--- config.mk ---
export PLATFORM = sky130hd
export DESIGN_NAME = noc_credit_tx_port
export DESIGN_NICKNAME = d
export VERILOG_FILES = /design/src/rtl/noc_pkg.sv /design/src/rtl/noc_credit_counter.sv /design/src/rtl/noc_credit_tx_port.sv
export SDC_FILE = /design/constraint.sdc
export NUM_CORES = 1
export LEC_CHECK = 0
export ABC_AREA = 1
export BUFFER_PORTS_ARGS = -buffer_cell sky130_fd_sc_hd__buf_2
export CORE_UTILIZATION = 44
export DETAILED_ROUTE_END_ITERATION = 7
export HOLD_SLACK_MARGIN = 0.12
export PLACE_DENSITY_LB_ADDON = 0.2
export SYNTH_ARGS = -nofsm -noshare
export SYNTH_HDL_FRONTEND = slang
export SYNTH_SLANG_ARGS = --single-unit
--- constraint.sdc ---
create_clock -name clk -period 2.14 [get_ports clk]
set_input_delay 0.214 -clock clk [delete_from_list [all_inputs] [get_ports clk]]
set_output_delay 0.214 -clock clk [all_outputs]
set_load 0.01 [all_outputs]
--- src/rtl/noc_pkg.sv ---
// noc: shared NoC link types, credit sizing and flit preamble helper
package noc;

    localparam int PortQueueDepth = 4;
    localparam int CreditsWidth   = $clog2(PortQueueDepth + 1);
    localparam int MaxDataWidth   = 1024;

    typedef struct packed {
        logic head;
        logic tail;
    } preamble_t;

    typedef enum logic [0:0] {
        kTxIdle,
        kTxBody
    } noc_tx_state_t;

    // The preamble occupies the two MSBs of a flit of width data_width.
    function automatic preamble_t get_preamble(input logic [MaxDataWidth-1:0] flit, input int data_width);
        return preamble_t'(flit[data_width-1 -: 2]);
    endfunction

endpackage

--- src/rtl/noc_credit_counter.sv ---
// noc_credit_counter: saturating credit tracker with overflow pulse
module noc_credit_counter
    import noc::*;
#(
    parameter int Depth = PortQueueDepth,
    parameter int Width = CreditsWidth
) (
    input  logic             clk,
    input  logic             rst,
    input  logic             dec,
    input  logic             inc,
    output logic [Width-1:0] count,
    output logic             overflow
);

    logic full;

    assign full     = count == Width'(Depth);
    assign overflow = inc & ~dec & full;

    always_ff @(posedge clk) begin
        if (rst)
            count <= Width'(Depth);
        else if (dec & ~inc & (count != '0))
            count <= count - 1'b1;
        else if (inc & ~dec & ~full)
            count <= count + 1'b1;
    end

endmodule

--- src/rtl/noc_credit_tx_port.sv ---
// noc_credit_tx_port: credit-based NoC link transmitter with framing checks
module noc_credit_tx_port
    import noc::*;
#(
    parameter int DataWidth  = 64,
    parameter int QueueDepth = PortQueueDepth
) (
    input  logic                    clk,
    input  logic                    rst,
    input  logic [DataWidth-1:0]    in_data,
    input  logic                    in_valid,
    output logic                    in_ready,
    output logic [DataWidth-1:0]    out_data,
    output logic                    out_valid,
    input  logic                    credit_in,
    output logic [CreditsWidth-1:0] credits,
    output logic                    in_packet,
    output logic                    framing_error,
    output logic                    credit_error
);

    noc_tx_state_t state, state_next;
    preamble_t     pre;
    logic          send, overflow, frame_bad;

    assign in_ready  = credits != '0;
    assign send      = in_valid & in_ready;
    assign in_packet = state == kTxBody;
    assign pre       = get_preamble(MaxDataWidth'(in_data), DataWidth);

    noc_credit_counter #(
        .Depth (QueueDepth),
        .Width (CreditsWidth)
    ) u_credits (
        .clk      (clk),
        .rst      (rst),
        .dec      (send),
        .inc      (credit_in),
        .count    (credits),
        .overflow (overflow)
    );

    // A head always starts a new packet, even when it interrupts one in flight.
    always_comb begin
        state_next = state;
        frame_bad  = 1'b0;
        if (send) begin
            state_next = pre.head ? (pre.tail ? kTxIdle : kTxBody)
                                  : ((state == kTxBody && !pre.tail) ? kTxBody : kTxIdle);
            frame_bad  = (state == kTxIdle) ? !pre.head : pre.head;
        end
    end

    always_ff @(posedge clk) begin
        if (rst) begin
            out_valid     <= 1'b0;
            out_data      <= '0;
            state         <= kTxIdle;
            framing_error <= 1'b0;
            credit_error  <= 1'b0;
        end else begin
            out_valid     <= send;
            if (send)
                out_data  <= in_data;
            state         <= state_next;
            framing_error <= framing_error | frame_bad;
            credit_error  <= credit_error | overflow;
        end
    end

endmodule
# == Word level (Yosys, flattened, before mapping) ==
# Index checks and enable logic that the tools add are counted.
# word_totals
reg_bits,71
in_bits,68
out_inout_bits,72
wordCells,32
# op_classes
add_sub_neg,2
n_eq_ne,1
muxes,7
bitwise,11
reduce_logical,5
# ops
op,n
$and A1 B1 Y1,6
$mux W3,2
$mux W1,5
$add A3 B1 Y3 const B,1
$eq A3 B3 Y1 const B,1
$not A1 Y1,3
$reduce_bool A3 Y1,1
$sub A3 B1 Y3 const B,1
$logic_not A1 Y1,2
$or A1 B1 Y1,2
$reduce_bool A2 Y1,1
$logic_and A1 B1 Y1,1

# == Logic depth before layout (Yosys ltp) ==
# Gate-level depths: netlist (run 1).
# depth
word_depth,7
depth_mapped,8

# == Hierarchy ==
# From an unflattened synthesis (run 1), not the netlist that was laid out.
# unflattened
cells_unflattened,479
hier_area_um2,3201.8
# modules_own_cells
mod,instances,cells_each,area_each_um2
noc_credit_tx_port,1,445,2986.6
noc_credit_counter,1,34,215.2

# == Worst setup path before layout (run 1) ==
# Ideal clock, no wire load.
# synth_timing
path_type,register -> register
from,register u_credits.count[2]
to,register u_credits.count[2]
arrival_ps,1475
slack_ps,544
stages_incl_launch_ff,9
synth_period_minus_slack_ps,1596
path_cell_list,dfxtp_1 -> inv_2 -> nand2_4 -> nand3_1 -> fa_1 -> inv_1 -> nand4_1 -> nand3_1 -> nand3_1
# synth_via
elab_chain_cells,6
word_cells_on_any_way,14
cone_classes,add/sub: 2; eq/ne: 1; mux: 2; bitwise: 7; reduce/logical: 2
# synth_lines
item,line,source
"start, declared",noc_credit_counter.sv:12,"output logic [Width-1:0] count,"
"start signal, assigned",noc_credit_counter.sv:23,count <= Width'(Depth);
"start signal, assigned",noc_credit_counter.sv:25,count <= count - 1'b1;
"start signal, assigned",noc_credit_counter.sv:27,count <= count + 1'b1;
$reduce_bool A3 Y1 *,noc_credit_tx_port.sv:26,assign in_ready = credits != '0;
via in_ready,noc_credit_tx_port.sv:12,"output logic in_ready,"
$and A1 B1 Y1,noc_credit_tx_port.sv:27,assign send = in_valid & in_ready;
$not A1 Y1,noc_credit_counter.sv:26,else if (inc & ~dec & ~full)
$and A1 B1 Y1 (2 in series),noc_credit_counter.sv:26,
$reduce_bool A2 Y1 (no line),--,
# Mark *: on every way through the listed nets, which the timed path passes. The rest lies on a longest branch. The select of a mux whose other input is x is not followed.
# A chain may end at the register's enable or synchronous reset.

# == Worst setup path in the final report (run 1) ==
# layout_timing
from,register u_credits.count[2]
to,register u_credits.count[2]
# layout_via
elab_chain_cells,6
word_cells_on_any_way,14
cone_classes,add/sub: 2; eq/ne: 1; mux: 2; bitwise: 7; reduce/logical: 2
# layout_lines
item,line
$reduce_bool A3 Y1,"noc_credit_counter.sv:24, noc_credit_tx_port.sv:26"
$and A1 B1 Y1,noc_credit_tx_port.sv:27
$not A1 Y1,noc_credit_counter.sv:26
$and A1 B1 Y1 (2 in series),noc_credit_counter.sv:26
$reduce_bool A2 Y1 (no line),--
# Parallel ways exist; a longest one is shown, timed or not. The select of a mux whose other input is x is not followed.

==> results of run 1 <==
[where the power goes]
group	leakage, nW	internal, W	switching [W]
Combinational	1.22	0.000280	0.000362
Clock	0.120	0.000720	0.000492
Sequential	0.590	0.00145	0.0000673
[layout by cell type (no fill, tap or decap), drive strengths merged]
master and n:
buf 144, nor2 128, dfxtp 71, o21ai 62
dlygate4sd3 29, nand2 15, clkbuf 11, inv 10
nand3 8, a21oi 5, nand4 3, clkinv 2
bufinv 2, a21boi 1, or2 1, fa 1
[final timing paths]
path / endpoint / slack, ps / depth (start not counted)
worst max-delay path: u_credits.count[2]$_SDFFE_PP1P_ / 380 / 8
worst min-delay path: out_data[54]$_SDFFE_PP0P_ / 120 / 3
worst max register to register: u_credits.count[2]$_SDFFE_PP1P_ / 380 / 8
worst min register to register: framing_error$_SDFF_PP0_ / 450 / 2
[worst max-delay path, stage by stage, from the launching register on]
cell and delay, ps:
dfxtp_1 420, inv_2 80, nand2_4 90, nand3_1 180
fa_1 470, inv_1 110, nand4_1 110, nand3_1 100
nand3_1 70
[layer usage]
| layer | vias up | share of wire (%) | GRT usage (%) | wire [um] |
|---|---|---|---|---|
| met1 | 1138 | 43 | 25.9 | 2980 |
| met3 | 15 | 7.2 | 5.93 | 494 |
| met4 | 0 | 2.2 | 11.7 | 152 |
| li1 | 1359 | - | - | - |
| met2 | 102 | 47 | 39.0 | 3280 |
| met5 | - | 0 | 0 | 0 |
[per-stage QoR]
step | instance area (um^2) | instances | hold slack (ps) | utilization [%] | setup slack (ps)
3_5_place_dp | 3280 | 520 | 441 | 58.9 | 415
6_report | 3800 | 565 | 124 | 68.2 | 376
3_3_place_gp | 3280 | 520 | 436 | 58.9 | 517
4_1_cts | 3800 | 565 | 120 | 68.2 | 375
2_1_floorplan | 2590 | 324 | 283 | - | 544
5_1_grt | 3800 | 565 | 129 | 68.2 | 238
[cell families after synthesis]
group | share of synthesized area [%]
and+or+nand+nor | 24.6
DFF | 54.9
adders and majority gates | 0.774
buffers and inverters | 6.43
AOI/OAI and AO/OA | 13.2
[layout make-up]
type / instances / area (um^2) / share of cell area (%)
inverter: 9 / 36.3 / 0.955
tap: 72 / 90.1 / 2.37
multi-input combinational: 224 / 1000 / 26.3
timing repair buffer: 173 / 1020 / 26.9
sequential: 71 / 1420 / 37.4
clock inverter: 5 / 78.8 / 2.07
clock buffer: 11 / 151 / 3.98
[flip-flops by register name, summed over array words and instances, names as in the netlist]
name	cells
out_data	64
credit_error	1
framing_error	1
out_valid	1
u_credits.count	3
in_packet	1
==> results.cfg, run 1 <==
[sta]
slew_headroom_pct = 58.6
clock_skew_ps = 6.74
grt_setup_unrepaired = false
min_period_ps = 1760
finalSetupViolations = 0
final-hold-violation-count = 0
drv_slew = 0
fmax_mhz = 567
fin_crit_sh_pct = 82.4
tightest_slew_ps = 621
finalSetupTns_ps = 0

[yosys]
ys_warn_count = 0
synthFlopType = dfxtp_1
yosysTopAreaCell = dfxtp_1
synth_edf_count = 0
ys_ff_latch = 71
yosysMostFrequentCell = nor2_1
yosys-top-cells-count = nor2_1, dfxtp_1, o21ai_0
yosysTopAreaCellShare_pct = 54.9
synth_area_um2 = 2590
synthArstFlopShare_pct = 0
yosysSeqAreaShare_pct = 54.9
synthTopCellsByArea = dfxtp_1, nor2_1, o21ai_0, o21ai_1, nand2_1
ys_types = 22
syn-instance-count = 324
synthesis.nets = 393
avgSynthCellArea_um2 = 7.99

[die]
ioPinCount = 140
initial_core_util_pct = 46.4
die_x_um = 78.7
design.die.area_um2 = 6190
core.rowCount = 27
core_area_um2 = 5570
die_h_um = 78.7

[clock_network]
clock_path_buffers = 2
clock_sinks = 71
cts_setup_buffers = 0
clkTransAtPathRegs_ps = 80
clock-root-buffer = clkbuf_8
cts_made_buffers = 9
cts_resized = 0
hold_buffers = 29
clock_latency_ps = 330
htreeDepth = 3
tritoncts = yes

[worst_setup_path]
crit-reg2reg-launch = u_credits.count[2]$_SDFFE_PP1P_
cp-start-kind = flop
worstSetupPathType = flop to flop
required_ps = 2340
crit_fanout = 6
cp-startpoint = u_credits.count[2]$_SDFFE_PP1P_
arrival_ps = 1970
crit_path_end_kind = flop

[outcome]
status = finished, final reports clean

[drt]
first_iter_violations = 122
wl_per_cell_um = 12.2
avgViaCountPerCell = 4.63
dr.pass1.iters = 4
drt_wl_total_mm = 6.90
drc = 0
ant_nets = 0
vias = 2614

[power_and_ir_drop]
ir_drop_uv = 622
powerDensity_nw_per_um2 = 887
power.total_w = 0.00337
p_leak_nw = 1.93

[placed_design]
hpwlAfterDp_mm = 4.16
io_buffers = 139
finalWeightedCongestion = 0.808

[worst_hold_path]
worstHoldPathType = input port to flop
min_from = in_data[54]

[run]
maxCapViolCount = 0

[final_layout]
nFillCells = 506
area_delta_synth_final_pct = 46.9
diodes = 0
drive_gt1_share_pct = 33.9
nets = 557

[global_routing]
gr-total-overflow = 0
grt_pass1_vias = 2502
grt_max_degree = 68
grt_use_total_pct = 22.8
grt_pass1_wl_mm = 11.0
grt_antenna_before_repair = 0
No activity file was read; power rests on OpenSTA's default activity.
==> run 2: changes to the inputs <==
- ABC_AREA: 1 -> 0
- CORE_UTILIZATION: 44 -> 40
- clock period: 2.14 -> 1.6 ns (I/O delays scaled with it)
==> results.cfg, run 2 <==
[worst_setup_path]
cp-start-kind = flop
crit_path_end_kind = flop
worstSetupPathType = flop to flop
required_ps = 1820
arrival_ps = 1920
crit_fanout = 4
worstRegToRegCells = 6

[yosys]
synthFlopType = dfxtp_1
synth_edf_count = 0
avgSynthCellArea_um2 = 8.20
yosysMostFrequentCell = nand2_1
synthTopCellsByArea = dfxtp_1, nand2_1, a21oi_1, a21oi_2, buf_4
ys_types = 29
ys_ff_latch = 71
yosysTopAreaCellShare_pct = 54.0
synthesis.nets = 390
synthArstFlopShare_pct = 0
yosysSeqAreaShare_pct = 54.0
synth_area_um2 = 2630
ys_warn_count = 0
syn-instance-count = 321
yosysTopAreaCell = dfxtp_1
yosys-top-cells-count = nand2_1, dfxtp_1, a21oi_1

[sta]
finalSetupViolations = 1
min_period_ps = 1690
drv_slew = 0
clock_skew_ps = 5.02
grt_setup_unrepaired = true
slew_headroom_pct = 55.8
tightest_slew_ps = 662
fin_crit_sh_pct = 106
timing.hold.ws_ps = 217
layout_setup_ws_ps = -92.8
fmax_mhz = 591
final-hold-violation-count = 0

[final_layout]
largest-register = out_data
drive_gt1_share_pct = 35.4
multi_input_area_um2 = 1120
largest_reg_flops = 64
nets = 593
final_cell_area_um2 = 4290
diodes = 0
final_common_cell = buf_2
largest_registers = out_data: 64 flops, u_credits.count: 3 flops
area_delta_synth_final_pct = 63.1
final-seq-area_um2 = 1430
nFillCells = 531
layout_common_cells = buf_2, nand2_1, dfxtp_1
post-route-util_pct = 67.6

[worst_hold_path]
worstHoldPathType = input port to flop
min_path_cells = 2

[placed_design]
io_buffers = 139
finalWeightedCongestion = 0.799
post_dp_cell_area_um2 = 3440
hpwlAfterDp_mm = 4.22

[die]
die_x_um = 83.1
design.die.area_um2 = 6910
die_h_um = 83.1
initial_core_util_pct = 41.4
ioPinCount = 140
core.rowCount = 29
core_area_um2 = 6350

[drt]
ant_nets = 0
first_iter_violations = 85
dr.pass1.iters = 4
drc = 0
vias = 2817
avgViaCountPerCell = 4.66
drt_wl_total_mm = 7.33
wl_per_cell_um = 12.1

[clock_network]
clock_sinks = 71
clock_path_buffers = 2
tritoncts = yes
cts_made_buffers = 9
clock_latency_ps = 340
clkTransAtPathRegs_ps = 70
htreeDepth = 3
clock-root-buffer = clkbuf_8

[power_and_ir_drop]
p_leak_nw = 2.02
powerDensity_nw_per_um2 = 1120
ir_drop_uv = 687

[run]
maxCapViolCount = 0

[global_routing]
grt_antenna_before_repair = 0
grt_use_total_pct = 21.6
grt_pass1_wl_mm = 11.9
grt_max_degree = 68
grt_pass1_vias = 2601
gr-total-overflow = 0

[outcome]
violations = negative setup slack
status = complete, but fails checks
==> run 2: changes by cell type in the layout (fill, tap and decap cells not counted), moves of 6 or more <==
cell,change
o21ai_1,-20
dlygate4sd3_1,+35
nand3_1,-7
a21oi_1,+51
buf_4,+6
o21ai_0,-41
nand2_1,+115
nor2_1,-118
a21oi_2,+10
==> run 2: worst paths after layout <==
check / slack [ps] / startpoint / end
max: -90 / u_credits.count[0]$_SDFFE_PP0P_ / u_credits.count[2]$_SDFFE_PP1P_
min: 220 / rst / credit_error$_SDFF_PP0_
max reg2reg: -90 / u_credits.count[0]$_SDFFE_PP0P_ / u_credits.count[2]$_SDFFE_PP1P_
min reg2reg: 450 / out_data[63]$_SDFFE_PP0P_ / out_data[63]$_SDFFE_PP0P_
==> run 2: cells by family (layout without fill, tap and decap cells) <==
kind of cell / after synthesis / in the layout / share of synthesized area (%)
AO/OA/AOI/OAI: 75 / 75 / 17.1
XOR/XNOR: 2 / 2 / 0.666
adder cells (fa/ha/maj): 1 / 1 / 0.761
buffers and inverters: 27 / 234 / 5.42
flip-flops: 71 / 71 / 54.0
multiplexers: 2 / 2 / 0.856
AND/OR/NAND/NOR: 143 / 143 / 21.2
==> run 2: power by group <==
group	internal [W]	switching, W	total (W)
registers	0.00198	0.000110	0.00209
logic	0.000654	0.000738	0.00139
clock network	0.000701	0.000631	0.00133
total	0.00333	0.00148	0.00481
==> run 2: area by class of cell <==
cell class | instances | area share, %
multi-input cells | 223 | 26.1
clock buffers | 10 | 2.97
inverters | 3 | 0.262
clock inverters | 5 | 1.17
repair buffers | 216 | 34.0
well taps | 77 | 2.25
flip-flops and latches | 71 | 33.3
==> run 2: what timing repair did <==
item                       CTS  global route
hold buffers                64             0
hold endpoints to repair    65             0
pin swaps                    1             0
resized for setup            1             4
buffers inserted             0             0
setup endpoints to repair    1             5
==> run 2: critical path, stage by stage, from the launching register on <==
cell	delay [ps]
dfxtp_4	370
o31a_4	150
nand2b_4	50
fa_2	350
or3b_4	390
a311oi_2	190
o21ai_1	80
==> run 2: metrics by stage <==
step           setup WS [ps]  power, W  std cells  setup TNS [ps]
3_5_place_dp            -158   0.00336        526            -158
4_1_cts                 -121   0.00484        605            -121
5_1_grt                 -193   0.00511        605            -265
6_report               -92.8   0.00481        605           -92.8
2_1_floorplan           -412   0.00289        321            -582
3_3_place_gp            -116   0.00333        526            -116
==> run 2: layer usage <==
| layer | track usage, % | vias up | part of all wire [%] |
|---|---|---|---|
| li1 | - | 1443 | - |
| met1 | 25.7 | 1270 | 41 |
| met2 | 36.3 | 92 | 51 |
| met3 | 6.96 | 12 | 5.9 |
| met4 | 7.84 | 0 | 1.8 |
| met5 | 0 | - | 0 |
==> run 3: changes to the inputs <==
- PLACE_DENSITY_LB_ADDON: 0.2 -> 0.12
==> results.cfg, run 3 (synthesis gave the netlist of run 2 again) <==
[sta]
fin_crit_sh_pct = 106
finalSetupViolations = 1
slew_headroom_pct = 54.1
layout_setup_ws_ps = -103
grt_setup_unrepaired = true
fmax_mhz = 587
min_period_ps = 1700
clock_skew_ps = 8.83
final-hold-violation-count = 0
tightest_slew_ps = 689
drv_slew = 0

[drt]
avgViaCountPerCell = 4.62
ant_nets = 0
vias = 2794
drt_wl_total_mm = 7.28
first_iter_violations = 70
wl_per_cell_um = 12.0
drc = 0
dr.pass1.iters = 4

[worst_setup_path]
critical-path-top-delay-family = compound AO/OA/AOI/OAI gates
cp-start-kind = flop
arrival_ps = 1910
cp_num_buf_inv = 0
worstRegToRegCells = 6
required_ps = 1810
path_cells = o31a_4 -> nand2b_4 -> fa_2 -> or3b_4 -> a311oi_2 -> o21ai_1
worstSetupPathType = flop to flop
crit_path_end_kind = flop
cpPeakStageDelay_ps = 390
crit_fanout = 4
crit_cells = 6
slowest_stage = or3b_4

[final_layout]
largest_registers = out_data: 64 flops, u_credits.count: 3 flops
layout_common_cells = buf_2, nand2_1, dfxtp_1
final-seq-area_um2 = 1430
post-route-util_pct = 68.5
largest_reg_flops = 64
largest-register = out_data
nets = 592
multi_input_area_um2 = 1120
nFillCells = 527
final_cell_area_um2 = 4350
final_common_cell = buf_2
diodes = 0
area_delta_synth_final_pct = 65.3
drive_gt1_share_pct = 35.6

[die]
die_x_um = 83.1
die_h_um = 83.1
ioPinCount = 140
core_area_um2 = 6350
design.die.area_um2 = 6910
core.rowCount = 29
initial_core_util_pct = 41.4

[outcome]
status = complete, but fails checks
violations = negative setup slack

[global_routing]
grt_use_total_pct = 21.3
grt_max_degree = 68
grt_antenna_before_repair = 0
grt_pass1_wl_mm = 11.8
gr-total-overflow = 0
grt_pass1_vias = 2622

[placed_design]
finalWeightedCongestion = 0.827
io_buffers = 139
post_dp_cell_area_um2 = 3450
hpwlAfterDp_mm = 4.28

[clock_network]
clock_path_buffers = 2
htreeDepth = 3
clkTransAtPathRegs_ps = 80
tritoncts = yes
clock-root-buffer = clkbuf_8
clock_latency_ps = 330
cts_made_buffers = 9
clock_sinks = 71

[power_and_ir_drop]
p_leak_nw = 2.04
ir_drop_uv = 759
powerDensity_nw_per_um2 = 1170

[worst_hold_path]
min_path_cells = 4
worstHoldPathType = input port to flop

[run]
maxCapViolCount = 0
## run 3: cell count changes in the layout (fill, tap and decap cells not counted), sizes merged
cell      previous run  this run
clkbuf              10        11
bufinv               1         2
buf                152       151
clkinvlp             0         1
clkinv               4         2
## run 3: report_power, final
part           switching, W  internal, W
combinational      0.000752     0.000665
sequential         0.000108      0.00197
clock              0.000659     0.000921
total               0.00152      0.00356
## run 3: final cells by class
class	count	share of cell area (%)
multi-input cells	223	25.8
clock inverters	5	1.87
repair buffers	215	33.8
well taps	77	2.22
clock buffers	11	3.25
inverters	3	0.259
flip-flops and latches	71	32.8
## run 3: worst paths after layout
check	end	start	slack [ps]
max	u_credits.count[2]$_SDFFE_PP1P_	u_credits.count[0]$_SDFFE_PP0P_	-100
min	credit_error$_SDFF_PP0_	credit_in	320
max reg2reg	u_credits.count[2]$_SDFFE_PP1P_	u_credits.count[0]$_SDFFE_PP0P_	-100
min reg2reg	out_data[18]$_SDFFE_PP0P_	out_data[18]$_SDFFE_PP0P_	450
## run 3: repair_timing
item | 4_1_cts | 5_1_grt
hold endpoints to repair | 65 | 0
pin swaps | 3 | 1
buffers inserted | 1 | 0
setup endpoints to repair | 1 | 5
hold buffers | 64 | 0
gates resized for setup | 4 | 2
gates cloned | 0 | 0
## run 3: tightest hold or removal path: stages
cell	delay (ps)
buf_2	100
buf_4	160
a41oi_1	120
nor2_1	70
## run 3: per-stage QoR
stage	hold slack [ps]	TNS (ps)	worst slack [ps]	total power [W]	instances
floorplan	257	-582	-412	0.00289	321
global placement	358	-122	-122	0.00333	525
detailed placement	362	-191	-191	0.00337	525
CTS	295	-222	-174	0.00513	606
global route	338	-184	-158	0.00538	605
finish	320	-103	-103	0.00508	605
## run 3: routing by layer
layer / GRT usage, % / share of wire (%) / vias up
met4: 8.93 / 1.2 / 0
met1: 23.4 / 44 / 1260
met5: 0 / 0 / -
li1: - / - / 1444
met3: 5.17 / 5.0 / 8
met2: 39.0 / 49 / 82
